--- src/rtl/gate2_chk_hold_ctr.sv ---
`default_nettype none
// ============================================================================
//  Module   : gate2_chk_hold_ctr
//  Brief    : Hold counter; tc is high on the last of HOLD enabled cycles.
//  Revision : 1.0 - initial release
// ============================================================================
module gate2_chk_hold_ctr #(
    parameter int HOLD = 4
) (
    input  logic clk,
    input  logic rst_n,
    input  logic load,
    input  logic en,
    output logic tc
);

    localparam int CW = $clog2(HOLD) + 1;

    logic [CW-1:0] cnt_q;
    logic [CW-1:0] cnt_d;

    assign tc = (cnt_q == CW'(HOLD - 1));

    always_comb begin
        cnt_d = cnt_q;
        if (load) begin
            cnt_d = '0;
        end else if (en && !tc) begin
            cnt_d = cnt_q + CW'(1);
        end
    end

    always_ff @(posedge clk or negedge rst_n) begin
        if (!rst_n) begin
            cnt_q <= '0;
        end else begin
            cnt_q <= cnt_d;
        end
    end

endmodule

`default_nettype wire

--- config.mk ---
export PLATFORM = sky130hd
export DESIGN_NAME = gate2_chk_hold_ctr
export DESIGN_NICKNAME = d
export VERILOG_FILES = /design/src/rtl/gate2_chk_hold_ctr.sv
export SDC_FILE = /design/constraint.sdc
export NUM_CORES = 1
export LEC_CHECK = 0
export BUFFER_PORTS_ARGS = -buffer_cell sky130_fd_sc_hd__buf_4
export CORE_AREA = 2 2 39 41
export CTS_CLUSTER_SIZE = 8
export DETAILED_ROUTE_END_ITERATION = 8
export DIE_AREA = 0 0 41 43
export GPL_ROUTABILITY_DRIVEN = 0
export PLACE_DENSITY = 0.3
export SYNTH_ARGS = -nofsm -noshare
export SYNTH_HDL_FRONTEND = slang
export SYNTH_SLANG_ARGS = --single-unit
export TNS_END_PERCENT = 30
--- constraint.sdc ---
create_clock -name clk -period 2.3 [get_ports clk]
set_clock_uncertainty 0.2 [all_clocks]
set_input_delay 0.115 -clock clk [delete_from_list [all_inputs] [get_ports clk]]
set_output_delay 0.115 -clock clk [all_outputs]
set_load 0.05 [all_outputs]
==> out/qor.yml <==
outcome: "complete, no violations"
setup_ws_ns: 0.597
dp.cells: 35
critPathCaptureType: "flop"
cp_cell_sequence: "ha_1, ha_1, nor2b_1, mux2_1"
hold_viol_final: 0
regArea_um2: 75.1
fin_setup_tns_ns: 0
setup_viol: 0
core_mm2: 0.00138
hold-worst-slack_ns: 0.345
drt_iter0_markers: 0
yosys_warnings: 0
reg_top3: "cnt_q: 3 flops"
wirelength_um: 341
grt_setup_unrepaired: "false"
track_usage: 0.0504
io_buffers: 4
largest_reg_flops: 3
ioPinCount: 5
ant_nets: 0
yosys.area.top_type: "dfrtp_1"
leakage_uw: 0.000132
maxSlewViolCount: 0
final_cell_count_no_fill: 43
hold_class: "flop to flop"
initial_core_util: 0.128
die_h_um: 43
ys_ff_latch: 3
nets: 34
worstSetupStartpointType: "flop"
drv_cap: 0
max_stage_delay_ns: 0.39
clkTransAtPathRegs_ns: 0.04
worst_slew_pin_slew_ns: 0.235
n_antenna_cell: 0
grt_max_degree: 7
cts_buffers: 3
area_growth_pct: 65.5
cts.sinks: 3
final_area_um2: 294
drive_gt1_frac: 0.333
timing.final.crit_share: 0.740
synth_area_leaders: "dfrtp_1 (42%), ha_1 (14%), mux2_1 (6.3%)"
path_buf_inv: 0
vdd_drop_max_v: 0.000227
clockBufferDepth: 2
required_ns: 2.21
dp_slack_ns: 0.580
max_freq_mhz: 587
ctsHtreeMaxLevel: 1
synth.top_cell.area_share: 0.423
grt_antenna_before_repair: 0
cts_setup_buffers: 0
cp_max_fo: 4
rows: 14
syn_area_um2: 178
fin_crit_ns: 1.70
cp_common_cell: "ha_1"
cellPowerDensity_mw_per_mm2: 610
final_cell_mix: "dlygate4sd3_1 (4), buf_4 (4), clkbuf_4 (3), dfrtp_1 (3), ha_1 (2)"
cts_tree: "built"
cts_root_buffer: "clkbuf_4"
synth_nets: 21
crit_arrival_ns: 1.61
placed_area_um2: 228
grt.overflow.total: 0
dr.pass1.iters: 1
synth.avg_cell_area_um2: 11.8
crit_type: "flop to flop"
vias_per_cell: 3.42
cp_top_family: "adder cells"
die_x_um: 41
ys_seq_area_frac: 0.423
post_drt_wl_per_cell_um: 7.93
regMostFlops: "cnt_q"
grt_pass1_wl_um: 510
clk_latency_ns: 0.23
grt_pass1_vias: 130
netlist_instances: 15
crit_path_top_delay_cell: "dfrtp_1"
synth.distinct_cells: 12
fillCellCount: 153
multi_input_area_um2: 98.8
relSlewSlack: 0.843
drc: 0
dieArea_mm2: 0.00176
ctsResizeCount: 0
vias: 147
-- logic make-up (layout without fill, tap and decap cells) --
logic type,Yosys count,after routing,share of synthesized area
AO/OA/AOI/OAI,2,2,0.0704
adder cells (fa/ha/maj),2,2,0.141
buffers and inverters,1,13,0.0211
flip-flops,3,3,0.423
multiplexers,1,1,0.0634
AND/OR/NAND/NOR,6,6,0.282
-- report_power, final --
| part | leakage [µW] | total (µW) | internal, µW | switching (µW) |
|---|---|---|---|---|
| sequential | 0.0000404 | 59.4 | 56.8 | 2.66 |
| combinational | 0.0000769 | 26.7 | 16.0 | 10.7 |
| clock | 0.0000150 | 93.1 | 65.1 | 28.1 |
-- timing repair --
action,in CTS,in global routing
hold endpoints to repair,5,0
endpoints found under the setup margin,0,0
hold buffers,4,0
-- worst register-to-register path: stages, from the launching register on --
cell	delay, ns
dfrtp_1	0.39
ha_1	0.21
ha_1	0.21
nor2b_1	0.23
mux2_1	0.35
-- synth_stat cells --
master and count:
o21ai_1 1, nand4bb_1 1, nor2_1 1, dfrtp_1 3
mux2_1 1, o31ai_1 1, nand2b_2 1, ha_1 2
inv_1 1, nor2b_1 1, and2b_4 1, or4b_1 1
-- metal layers --
metal,part of all wire,vias to the layer above,GRT usage
li1,-,77,-
met1,0.45,61,0.0584
met2,0.40,7,0.0531
met3,0.094,2,0.0157
met4,0.041,0,0.0800
met5,0,-,0
-- per-stage QoR --
step                total power [µW]  utilization
floorplan                       72.6            -
global placement                82.6        0.165
detailed placement              81.7        0.165
CTS                              186        0.212
global route                     197        0.212
finish                           179        0.212
-- final cells by class --
cell class,count,share of cell area
flip-flops and latches,3,0.255
multi-input cells,11,0.336
well taps,16,0.0681
clock buffers,4,0.0894
inverters,1,0.0128
repair buffers,8,0.238
-- path summary, 6_finish.rpt --
path,start,end,slack [ns],depth (start not counted)
worst max-delay path,cnt_q[0],cnt_q[0],0.60,4
worst min-delay path,cnt_q[2],cnt_q[2],0.34,2
worst max register to register,cnt_q[0],cnt_q[0],0.60,4
worst min register to register,cnt_q[2],cnt_q[2],0.34,2
max in group asynchronous,rst_n,cnt_q[0],1.21,3
min in group asynchronous,rst_n,cnt_q[1],0.55,3
Power figures use the tool's default switching activity.
